<file path="config.mk">
export PLATFORM = sky130hd
export DESIGN_NAME = iter_cmp_serial
export DESIGN_NICKNAME = d
export VERILOG_FILES = /design/src/rtl/iter_cmp_pkg.sv /design/src/rtl/iter_cmp_slice.sv /design/src/rtl/iter_cmp_serial.sv
export SDC_FILE = /design/constraint.sdc
export NUM_CORES = 1
export LEC_CHECK = 0
export BUFFER_PORTS_ARGS = -buffer_cell sky130_fd_sc_hd__buf_2
export CORE_ASPECT_RATIO = 1.2
export CORE_MARGIN = 4
export CORE_UTILIZATION = 53
export CTS_BUF_LIST = sky130_fd_sc_hd__clkbuf_8 sky130_fd_sc_hd__clkbuf_16
export DETAILED_ROUTE_END_ITERATION = 8
export PLACE_DENSITY = 0.78
export SLEW_MARGIN = 30
export SYNTH_ARGS = -nofsm -noshare
export SYNTH_HDL_FRONTEND = slang
export SYNTH_HIERARCHICAL = 1
export SYNTH_SLANG_ARGS = --single-unit
</file>
<file path="constraint.sdc">
create_clock -name clk -period 2.77 [get_ports clk]
set_input_delay 0.554 -clock clk [delete_from_list [all_inputs] [get_ports clk]]
set_output_delay 0.554 -clock clk [all_outputs]
set_load 0.02 [all_outputs]
</file>
<file path="src/rtl/iter_cmp_pkg.sv">
// Shared encodings and the result function for the serial iterative comparator.
package iter_cmp_pkg;

    typedef enum logic [1:0] {
        ST_EQ = 2'b00,
        ST_GT = 2'b01,
        ST_LT = 2'b10
    } cell_st_e;

    localparam logic [1:0] MODE_GT = 2'b00;
    localparam logic [1:0] MODE_EQ = 2'b01;
    localparam logic [1:0] MODE_LT = 2'b10;
    localparam logic [1:0] MODE_GE = 2'b11;

    typedef enum logic [1:0] {
        S_IDLE = 2'b00,
        S_RUN  = 2'b01,
        S_DONE = 2'b10
    } fsm_st_e;

    function automatic logic result_f(input logic [1:0] mode, input logic [1:0] x);
        case (mode)
            MODE_GT: return x == ST_GT;
            MODE_EQ: return x == ST_EQ;
            MODE_LT: return x == ST_LT;
            default: return x != ST_LT;
        endcase
    endfunction

endpackage

</file>
<file path="src/rtl/iter_cmp_slice.sv">
// Combinational cell slice: folds BPC bit pairs into the running comparison state.
module iter_cmp_slice #(
    parameter int unsigned BPC = 1
) (
    input  logic [BPC-1:0] a_sl,
    input  logic [BPC-1:0] b_sl,
    input  logic [1:0]     x_in,
    input  logic           dir,
    output logic [1:0]     x_out
);
    import iter_cmp_pkg::*;

    // dir=0: later (higher) bits overwrite; dir=1: first difference from the MSB sticks.
    always_comb begin
        x_out = x_in;
        if (!dir) begin
            for (int i = 0; i < int'(BPC); i++) begin
                if (a_sl[i] != b_sl[i]) x_out = a_sl[i] ? ST_GT : ST_LT;
            end
        end else begin
            for (int i = int'(BPC) - 1; i >= 0; i--) begin
                if (x_out == ST_EQ && a_sl[i] != b_sl[i]) x_out = a_sl[i] ? ST_GT : ST_LT;
            end
        end
    end

endmodule

</file>
<file path="src/rtl/iter_cmp_serial.sv">
// Serial comparator stepping BPC bits per clock through one reused cell slice.
// Optional early termination for dir=1 is enabled by defining ITER_CMP_EARLY_TERM_EN.
module iter_cmp_serial #(
    parameter int unsigned N   = 4,
    parameter int unsigned BPC = 1
) (
    input  logic       clk,
    input  logic       rst_n,
    input  logic       start,
    input  logic       dir,
    input  logic [1:0] mode,
    input  logic [N:0] a_p,
    input  logic [N:0] b_p,
    output logic [1:0] x_p,
    output logic       busy,
    output logic       done,
    output logic       Z
);
    import iter_cmp_pkg::*;

    localparam int unsigned W     = N + 1;
    localparam int unsigned STEPS = W / BPC;
    localparam int unsigned CW    = (STEPS > 1) ? $clog2(STEPS) : 1;

    if ((W % BPC) != 0) begin : g_bad_bpc
        $error("iter_cmp_serial: BPC must divide N+1");
    end

    fsm_st_e         state_q, state_d;
    logic [N:0]      a_q, b_q;
    logic [1:0]      mode_q;
    logic            dir_q;
    logic [CW-1:0]   cnt_q;
    logic [1:0]      x_q, x_next;
    logic            z_q, done_q;
    logic [CW-1:0]   sidx;
    logic [BPC-1:0]  a_sl, b_sl;
    logic            last_step, early;

    // dir=1 walks slices from the top, so the slice index counts down.
    always_comb begin
        sidx = dir_q ? (CW'(STEPS - 1) - cnt_q) : cnt_q;
        a_sl = BPC'(a_q >> (sidx * BPC));
        b_sl = BPC'(b_q >> (sidx * BPC));
    end

    iter_cmp_slice #(
        .BPC (BPC)
    ) u_slice (
        .a_sl  (a_sl),
        .b_sl  (b_sl),
        .x_in  (x_q),
        .dir   (dir_q),
        .x_out (x_next)
    );

    assign last_step = (cnt_q == CW'(STEPS - 1));
`ifdef ITER_CMP_EARLY_TERM_EN
    assign early = dir_q && (x_next != ST_EQ);
`else
    assign early = 1'b0;
`endif

    always_ff @(posedge clk or negedge rst_n) begin
        if (!rst_n) state_q <= S_IDLE;
        else        state_q <= state_d;
    end

    always_comb begin
        state_d = state_q;
        case (state_q)
            S_IDLE:  if (start) state_d = S_RUN;
            S_RUN:   if (last_step || early) state_d = S_DONE;
            S_DONE:  state_d = S_IDLE;
            default: state_d = S_IDLE;
        endcase
    end

    always_comb begin
        busy = (state_q == S_RUN) || (state_q == S_DONE);
        done = done_q;
        Z    = z_q;
        x_p  = x_q;
    end

    always_ff @(posedge clk or negedge rst_n) begin
        if (!rst_n) begin
            a_q    <= '0;
            b_q    <= '0;
            mode_q <= '0;
            dir_q  <= 1'b0;
            cnt_q  <= '0;
            x_q    <= ST_EQ;
            z_q    <= 1'b0;
            done_q <= 1'b0;
        end else begin
            done_q <= 1'b0;
            case (state_q)
                S_IDLE: begin
                    if (start) begin
                        a_q    <= a_p;
                        b_q    <= b_p;
                        mode_q <= mode;
                        dir_q  <= dir;
                        cnt_q  <= '0;
                        x_q    <= ST_EQ;
                    end
                end
                S_RUN: begin
                    x_q   <= x_next;
                    cnt_q <= cnt_q + CW'(1);
                end
                S_DONE: begin
                    done_q <= 1'b1;
                    z_q    <= result_f(mode_q, x_q);
                end
                default: ;
            endcase
        end
    end

endmodule

</file>
==> results of run 1 <==
-- sequential cells by signal, indices dropped and copies added, names as in the netlist --
signal   cells
mode_q       2
dir_q        1
cnt_q        3
state_q      2
x_p          2
done         1
b_q          5
Z            1
a_q          5
-- metrics by stage --
step,cell area (um^2),worst slack (ps),util [%]
finish,1280,226,66.9
global route,1280,109,66.9
CTS,1280,220,66.9
detailed placement,1240,303,64.8
global placement,1240,425,64.8
floorplan,1120,517,-
-- per-layer routing --
layer	track usage, %	vias to the layer above	wire length, um
li1	-	375	-
met3	4.30	7	112
met5	0	-	0
met4	13.0	0	67
met1	17.8	372	819
met2	29.3	25	1070
-- synth_stat cells --
library cell  count  area, um^2
a21bo_2           1        10.0
a21o_1            1        7.51
a21oi_1           7        35.0
a22o_1            4        35.0
a31o_2            1        8.76
a32o_1            1        10.0
and2_1            1        6.26
and2b_1           1        7.51
and3b_1           1        8.76
buf_2             1        5.00
dfrtp_1          22         551
ha_1              6        75.1
inv_1             5        18.8
mux2_2           14         158
mux2_4            1        15.0
mux2i_1           4        40.0
mux4_2            1        22.5
nand2_1           3        11.3
nand2b_1          5        31.3
nor2_1            4        15.0
nor2b_1           2        12.5
nor3_1            1        5.00
nor3b_1           1        7.51
o21ai_0           3        15.0
o32a_1            1        10.0
-- worst max-delay path, cell delays in order (launching register included) --
cell and delay [ps]:
dfrtp_1 460, inv_1 130, ha_1 220, ha_1 260
mux2i_1 340, and2b_1 240, a32o_1 300, o21ai_0 170
a21oi_1 90, a22o_1 210
-- final timing paths --
path | startpoint | to | cells past startpoint | slack, ps
max | cnt_q[0] | x_p[0] | 9 | 230
min | rst_n | done | 1 | 240
max reg2reg | cnt_q[0] | x_p[0] | 9 | 230
min reg2reg | Z | Z | 1 | 510
max in group asynchronous | rst_n | dir_q | 1 | 2200
min in group clk | Z | Z | 1 | 510
-- power by group through the flow --
stage	Clock, W	Sequential, W	Combinational [W]
6_report	0.000195	0.000598	0.000795
4_1_cts	0.000202	0.000599	0.000799
3_5_place_dp	0	0.000607	0.000786
2_1_floorplan	0	0.000586	0.000620
5_1_grt	0.000221	0.000623	0.000886
3_3_place_gp	0	0.000591	0.000744
-- logic make-up (layout without fill, tap and decap cells) --
logic type	after synthesis	in the layout	share of synthesized area, %
flip-flops	22	22	49.1
multiplexers	20	20	21.0
AO/OA/AOI/OAI	19	19	11.7
AND/OR/NAND/NOR	19	19	9.37
adder cells (fa/ha/maj)	6	6	6.70
buffers and inverters	6	28	2.12
-- layout by cell type, fill, tap and decap left out, drive strengths merged --
master and count:
mux2 15, buf 20, nor3 1, dfrtp 22, a21bo 1, clkbuf 3
nand2 3, nand2b 5, o32a 1, a31o 1, inv 5, and2 1
a21oi 7, ha 6, nor2 4, and3b 1, mux2i 4, a22o 4
and2b 1, o21ai 3, mux4 1, a21o 1, a32o 1, nor3b 1
nor2b 2
-- final cells by class --
type	count	area share, %
inverter	5	1.46
timing repair buffer	20	7.81
clock buffer	3	3.22
multi-input combinational	64	42.7
sequential	22	43.0
tap	19	1.86
==> results.json, run 1 <==
{
  "multi_input_area_um2": 547,
  "drtIter0Drc": 15,
  "place.gp.congestion": 0.790,
  "area_growth_pct": 14.3,
  "p_total_w": 0.00159,
  "grt-ovfl-total": 0,
  "insertedDiodeCount": 0,
  "die_area_mm2": 0.00292,
  "regArea_um2": 551,
  "port_buffers": 20,
  "period_needed_ps": 2540,
  "nets": 138,
  "slew_headroom_pct": 57.0,
  "start_kind": "register",
  "maxCapViolations": 0,
  "p_comb_share_pct": 50.1,
  "critical_path_required_ps": 2920,
  "critPathKind": "reg2reg",
  "fin_crit_sh_pct": 91.8,
  "place_hpwl_mm": 1.56,
  "ys.warnings.count": 6,
  "dp_cells": 130,
  "fp.dieH_um": 58.4,
  "p_int_w": 0.000976,
  "finalSetupViolations": 0,
  "drcViolationCount": 0,
  "ios": 21,
  "grt_start_max_net_pins": 23,
  "cp-end-kind": "register",
  "drive_gt1_share_pct": 36.0,
  "fillCellCount": 160,
  "hold_viol_final": 0,
  "clk_path_buf_depth": 2,
  "power.density_mw_per_mm2": 1240,
  "pwr-share-seq_pct": 37.7,
  "syn_area_per_cell_um2": 12.2,
  "clock_latency_ps": 260,
  "ys_types": 25,
  "holdWs_ps": 241,
  "p_leak_nw": 0.622,
  "synthCells": 92,
  "ir_drop_v": 0.000649,
  "cts_root_buffer": "clkbuf_8",
  "max_clock_freq_ghz": 0.393,
  "die_w_um": 50.0,
  "core_area_mm2": 0.00191,
  "p_sw_w": 0.000611,
  "hold_path_class": "in2async",
  "vias_per_cell": 5.86,
  "htreeDepth": 1,
  "skew_ps": 1.83,
  "drt-total-wl_mm": 2.07,
  "row_count": 17,
  "setup_tns_ps": 0,
  "grt_pass1_wl_mm": 3.70,
  "start_util_pct": 58.6,
  "worstMarginPinSlew_ps": 638,
  "synth_seq_area_share_pct": 49.1,
  "ys_ff_latch": 22,
  "drt_first_pass_iters": 4,
  "clkPwrFrac_pct": 12.3,
  "final_max_slew_viol_count": 0,
  "wl_per_cell_um": 15.6,
  "via_count": 779,
  "cts_sinks": 22,
  "cts_resized": 0,
  "status": "finished, final reports clean",
  "synth_fp_nets": 114,
  "synthesis.area_mm2": 0.00112,
  "gr-usage-all-layers_pct": 17.1,
  "numCtsBuffers": 3,
  "clkTransAtPathRegs_ps": 70,
  "ant_nets": 0,
  "crit_arrival_ps": 2690,
  "rsz0062_at_grt": "no",
  "p_sw_share_pct": 38.5,
  "ctsHoldBuffers": 0,
  "finalNonFillerCells": 133,
  "cts_setup_buffers": 0,
  "grt_pass1_vias": 850,
  "antenna_found_initial": 0,
  "cp_max_fo": 5,
  "cts_tree": "built"
}
No activity file was read; power rests on OpenSTA's default activity.
==> inputs of run 2 (changes only) <==
- CTS_BUF_LIST: sky130_fd_sc_hd__clkbuf_8 sky130_fd_sc_hd__clkbuf_16 -> sky130_fd_sc_hd__clkbuf_16
==> run 2 against run 1 <==
  * Combinational power up 2%
  * Fmax up 0.68%
  * Setup slack better by 17 ps
  * First-iteration DRC count down 20%
  * Clock power up 47%
  * Final area up 2.6%
  * Non-clock buffer count unchanged
  * Clock-buffer cell count unchanged
  * Cell count unchanged
  * Register-to-register slack better by 20 ps
  * Largest cell class unchanged
  * Largest power group unchanged
==> results.json, run 2 (synthesis gave the netlist of run 1 again) <==
{
  "core_area_mm2": 0.00191,
  "max_clock_freq_ghz": 0.396,
  "fillCellCount": 149,
  "start_kind": "register",
  "ir_drop_v": 0.000670,
  "wl_met3_um": 83,
  "fp.dieH_um": 58.4,
  "place_ws_ps": 303,
  "via_count": 775,
  "final_max_slew_viol_count": 0,
  "start_util_pct": 58.6,
  "htreeDepth": 1,
  "period_needed_ps": 2530,
  "regArea_um2": 551,
  "grt-ovfl-total": 0,
  "p_total_w": 0.00170,
  "cts_sinks": 22,
  "wl_per_cell_um": 16.3,
  "m1WireLength_um": 879,
  "clk_path_buf_depth": 2,
  "port_buffers": 20,
  "grt_pass1_wl_mm": 3.70,
  "crit_arrival_ps": 2650,
  "grt_pass1_vias": 853,
  "setup_tns_ps": 0,
  "clkTransAtPathRegs_ps": 50,
  "worstMarginPinSlew_ps": 667,
  "insertedDiodeCount": 0,
  "finalNonFillerCells": 133,
  "cts_root_buffer": "clkbuf_16",
  "layout_common_cells": "dfrtp_1 (22), buf_2 (20), mux2_2 (14), a21oi_1 (7), ha_1 (6)",
  "critPathKind": "reg2reg",
  "skew_ps": 1.78,
  "ios": 21,
  "place_area_mm2": 0.00124,
  "setup_ws_ps": 243,
  "power.density_mw_per_mm2": 1290,
  "grt_start_max_net_pins": 23,
  "die_w_um": 50.0,
  "drt_first_pass_iters": 2,
  "drcViolationCount": 0,
  "fin_crit_sh_pct": 91.2,
  "nets": 138,
  "critical_path_required_ps": 2900,
  "slew_headroom_pct": 55.1,
  "ant_nets": 0,
  "routed.top_layer": "met4",
  "area_growth_pct": 17.3,
  "drt-total-wl_mm": 2.17,
  "reg_top3": "a_q x5, b_q x5, cnt_q x3",
  "row_count": 17,
  "wl_met2_mm": 1.15,
  "place.gp.congestion": 0.790,
  "final_common_cell": "dfrtp_1",
  "ctsHoldBuffers": 0,
  "clock_latency_ps": 250,
  "drtIter0Drc": 12,
  "p_leak_nw": 0.637,
  "gr-usage-all-layers_pct": 16.9,
  "cp-end-kind": "register",
  "maxCapViolations": 0,
  "drive_gt1_share_pct": 36.0,
  "antenna_found_initial": 0,
  "numCtsBuffers": 3,
  "cts_setup_buffers": 0,
  "hold_viol_final": 0,
  "design_area_mm2": 0.00132,
  "dp_cells": 130,
  "die_area_mm2": 0.00292,
  "hold_path_class": "in2async",
  "place_hpwl_mm": 1.56,
  "cts_tree": "built",
  "cts_resized": 0,
  "cp_max_fo": 5,
  "reg2reg_depth": 9,
  "status": "finished, final reports clean",
  "multi_input_area_um2": 547,
  "vias_per_cell": 5.83,
  "finalSetupViolations": 0,
  "rsz0062_at_grt": "no"
}
run 2: changes by cell type in the layout (fill, tap and decap cells not counted):
cell,before,now
clkbuf_8,3,0
clkbuf_16,0,3
run 2: worst paths after layout:
kind | start | to | slack (ps)
worst max-delay path | cnt_q[0] | x_p[0] | 240
worst min register to register | Z | Z | 510
min in group clk | Z | Z | 510
max in group asynchronous | rst_n | b_q[4] | 2180
worst min-delay path | rst_n | done | 260
worst max register to register | cnt_q[0] | x_p[0] | 240
run 2: layer usage:
layer | track usage, % | vias to the layer above
met5 | 0 | -
met4 | 11.5 | 0
met3 | 3.04 | 6
met2 | 28.9 | 18
met1 | 19.1 | 375
li1 | - | 376
run 2: stage by stage:
stage / utilization [%] / hold slack (ps)
6_report: 68.7 / 261
5_1_grt: 68.7 / 298
4_1_cts: 68.7 / 276
3_5_place_dp: 64.8 / 492
3_3_place_gp: 64.8 / 491
2_1_floorplan: - / 258
run 2: layout make-up:
cell class	count	share of cell area, %
flip-flops and latches	22	41.9
clock buffers	3	5.71
repair buffers	20	7.61
multi-input cells	64	41.6
inverters	5	1.43
well taps	19	1.81
run 2: where the power goes:
part / internal, W / total (W) / leakage (nW) / switching, W
Clock: 0.000190 / 0.000287 / 0.0370 / 0.0000974
Sequential: 0.000471 / 0.000602 / 0.270 / 0.000131
Combinational: 0.000409 / 0.000811 / 0.330 / 0.000402
Total: 0.00107 / 0.00170 / 0.637 / 0.000630
run 2: worst max-delay path: stages, from the launching register on:
cell and delay (ps):
dfrtp_1 460, inv_1 140, ha_1 220, ha_1 260
mux2i_1 330, and2b_1 230, a32o_1 290, o21ai_0 170
a21oi_1 100, a22o_1 210
==> inputs of run 3 (changes only) <==
- CORE_UTILIZATION: 53 -> 54
- SYNTH_HIERARCHICAL: 1 -> unset
==> run 3 against run 2 <==
  * Area after synthesis up 5.8%
  * Synthesized cell count up 4.3%
  * Non-clock buffer count unchanged
  * Fmax up 4.4%
  * Critical path type unchanged
==> results.json, run 3 <==
{
  "status": "finished, final reports clean",
  "synthArstFlopShare_pct": 100,
  "drt_first_pass_iters": 4,
  "port_buffers": 20,
  "power.density_mw_per_mm2": 1270,
  "via_count": 843,
  "layout_common_cells": "dfrtp_1 (22), buf_2 (20), mux2_2 (14), inv_1 (7), ha_1 (7)",
  "synth-edff-count": 0,
  "crit_family": "adder cells",
  "crit_end": "x_p[0]",
  "drtIter0Drc": 7,
  "cp_max_fo": 7,
  "drive_gt1_share_pct": 37.3,
  "cp-end-kind": "register",
  "reg2reg_slack_ps": 350,
  "cts_sinks": 22,
  "p_leak_nw": 0.653,
  "grt_pass1_vias": 907,
  "ys.flop_type": "dfrtp_1",
  "cp_slowest_cell": "dfrtp_1",
  "ctsHoldBuffers": 0,
  "wl_per_cell_um": 16.2,
  "numCtsBuffers": 3,
  "crit_cells": 7,
  "gr-usage-all-layers_pct": 18.5,
  "grt_pass1_wl_mm": 4.12,
  "worstPathCellList": "inv_1, ha_1, ha_1, mux2i_2, and4bb_1, a2111oi_2, o32ai_1",
  "ios": 21,
  "core_area_mm2": 0.00207,
  "htreeDepth": 1,
  "ys_top_cells_by_area": "dfrtp_1 (46%), mux2_2 (13%), ha_1 (7.4%), mux2i_1 (3.4%), inv_1 (2.2%)",
  "final_common_cell": "dfrtp_1",
  "row_count": 18,
  "critPathBufInv": 1,
  "hold_viol_final": 0,
  "clock_latency_ps": 250,
  "die_area_mm2": 0.00301,
  "period_needed_ps": 2420,
  "insertedDiodeCount": 0,
  "cts_tree": "built",
  "cts_setup_buffers": 0,
  "synthCells": 96,
  "worstMarginPinSlew_ps": 598,
  "synth_fp_nets": 119,
  "syn_area_per_cell_um2": 12.4,
  "cts_root_buffer": "clkbuf_16",
  "synth_top_area_share_pct": 46.4,
  "start_util_pct": 57.2,
  "place.gp.congestion": 0.792,
  "ir_drop_v": 0.000657,
  "crit_start": "cnt_q[0]",
  "slew_headroom_pct": 60.1,
  "setup_tns_ps": 0,
  "clkTransAtPathRegs_ps": 50,
  "area_growth_pct": 17.6,
  "reg2reg_from": "cnt_q[0]",
  "p_total_w": 0.00177,
  "synthesis.area_mm2": 0.00119,
  "synth_seq_area_share_pct": 46.4,
  "ys_types": 31,
  "fin_crit_sh_pct": 87.4,
  "synth_most_common_cell": "dfrtp_1",
  "drt-total-wl_mm": 2.40,
  "finalSetupViolations": 0,
  "reg_top3": "a_q x5, b_q x5, cnt_q x3",
  "fp.dieH_um": 59.3,
  "reg2reg_depth": 7,
  "ant_nets": 0,
  "rsz0062_at_grt": "no",
  "regToRegEndpoint": "x_p[0]",
  "dp_cells": 145,
  "place_hpwl_mm": 1.68,
  "clk_path_buf_depth": 2,
  "cp_common_cell": "ha_1",
  "start_kind": "register",
  "maxCapViolations": 0,
  "max_clock_freq_ghz": 0.413,
  "vias_per_cell": 5.70,
  "antenna_found_initial": 0,
  "final_max_slew_viol_count": 0,
  "hold_path_class": "in2async",
  "die_w_um": 50.8,
  "critPathKind": "reg2reg",
  "drcViolationCount": 0,
  "grt-ovfl-total": 0,
  "crit_arrival_ps": 2540,
  "critical_path_required_ps": 2890,
  "ys.warnings.count": 0,
  "grt_start_max_net_pins": 23,
  "finalNonFillerCells": 148,
  "ys_ff_latch": 22,
  "synth_area_leader_cell": "dfrtp_1",
  "skew_ps": 2.62,
  "ys_top_cells_by_count": "dfrtp_1 (22), mux2_2 (14), ha_1 (7), inv_1 (7), nand2_1 (5)",
  "critPathMaxStageDelay_ps": 460,
  "cts_resized": 0,
  "nets": 143
}
-- run 3: cell types whose count changed after synthesis, moves of 3 or more --
| cell | previous run | this run |
|---|---|---|
| nand3_1 | 0 | 4 |
| a21oi_1 | 7 | 3 |
| nand2b_1 | 5 | 2 |
| a22o_1 | 4 | 1 |
-- run 3: logic make-up (layout without fill, tap and decap cells) --
kind of cell             count (synthesis)  in the layout  synth area share (%)
multiplexers                            21             21                  21.9
buffers and inverters                    8             30                  2.53
adder cells (fa/ha/maj)                  7              7                  7.38
AND/OR/NAND/NOR                         19             19                  9.07
AO/OA/AOI/OAI                           19             19                  12.7
flip-flops                              22             22                  46.4
-- run 3: report_power, final --
part	switching (W)	internal (W)
Clock	0.000105	0.000190
Combinational	0.000446	0.000414
Sequential	0.000139	0.000479
Total	0.000690	0.00108
-- run 3: worst min-delay path by stage --
stage,from,to,slack (ps),cells after the start
final,rst_n,mode_q[0],260,1
after global placement,b_q[2],b_q[2],490,1
after CTS,rst_n,state_q[0],280,1
after floorplan,rst_n,Z,260,0
after global routing,rst_n,mode_q[0],300,1
after detailed placement,b_q[2],b_q[2],490,1
-- run 3: layout make-up --
type,instances,area [um^2]
repair buffers,20,100
inverters,7,26.3
clock buffers,3,75.1
flip-flops and latches,22,551
fillers,163,677
multi-input cells,66,606
well taps,30,37.5
-- run 3: routing by layer --
metal | GRT usage [%] | share of wire [%]
met2 | 34.7 | 55
met4 | 6.92 | 1.6
met1 | 20.5 | 40
met3 | 3.78 | 3.9
met5 | 0 | 0
-- run 3: through the flow --
step	hold WS (ps)	instance area (um^2)	util (%)	worst slack, ps
global placement	485	1320	63.7	565
floorplan	258	1190	-	669
global route	296	1400	67.3	250
finish	261	1400	67.3	350
detailed placement	489	1320	63.7	468
CTS	279	1400	67.3	351
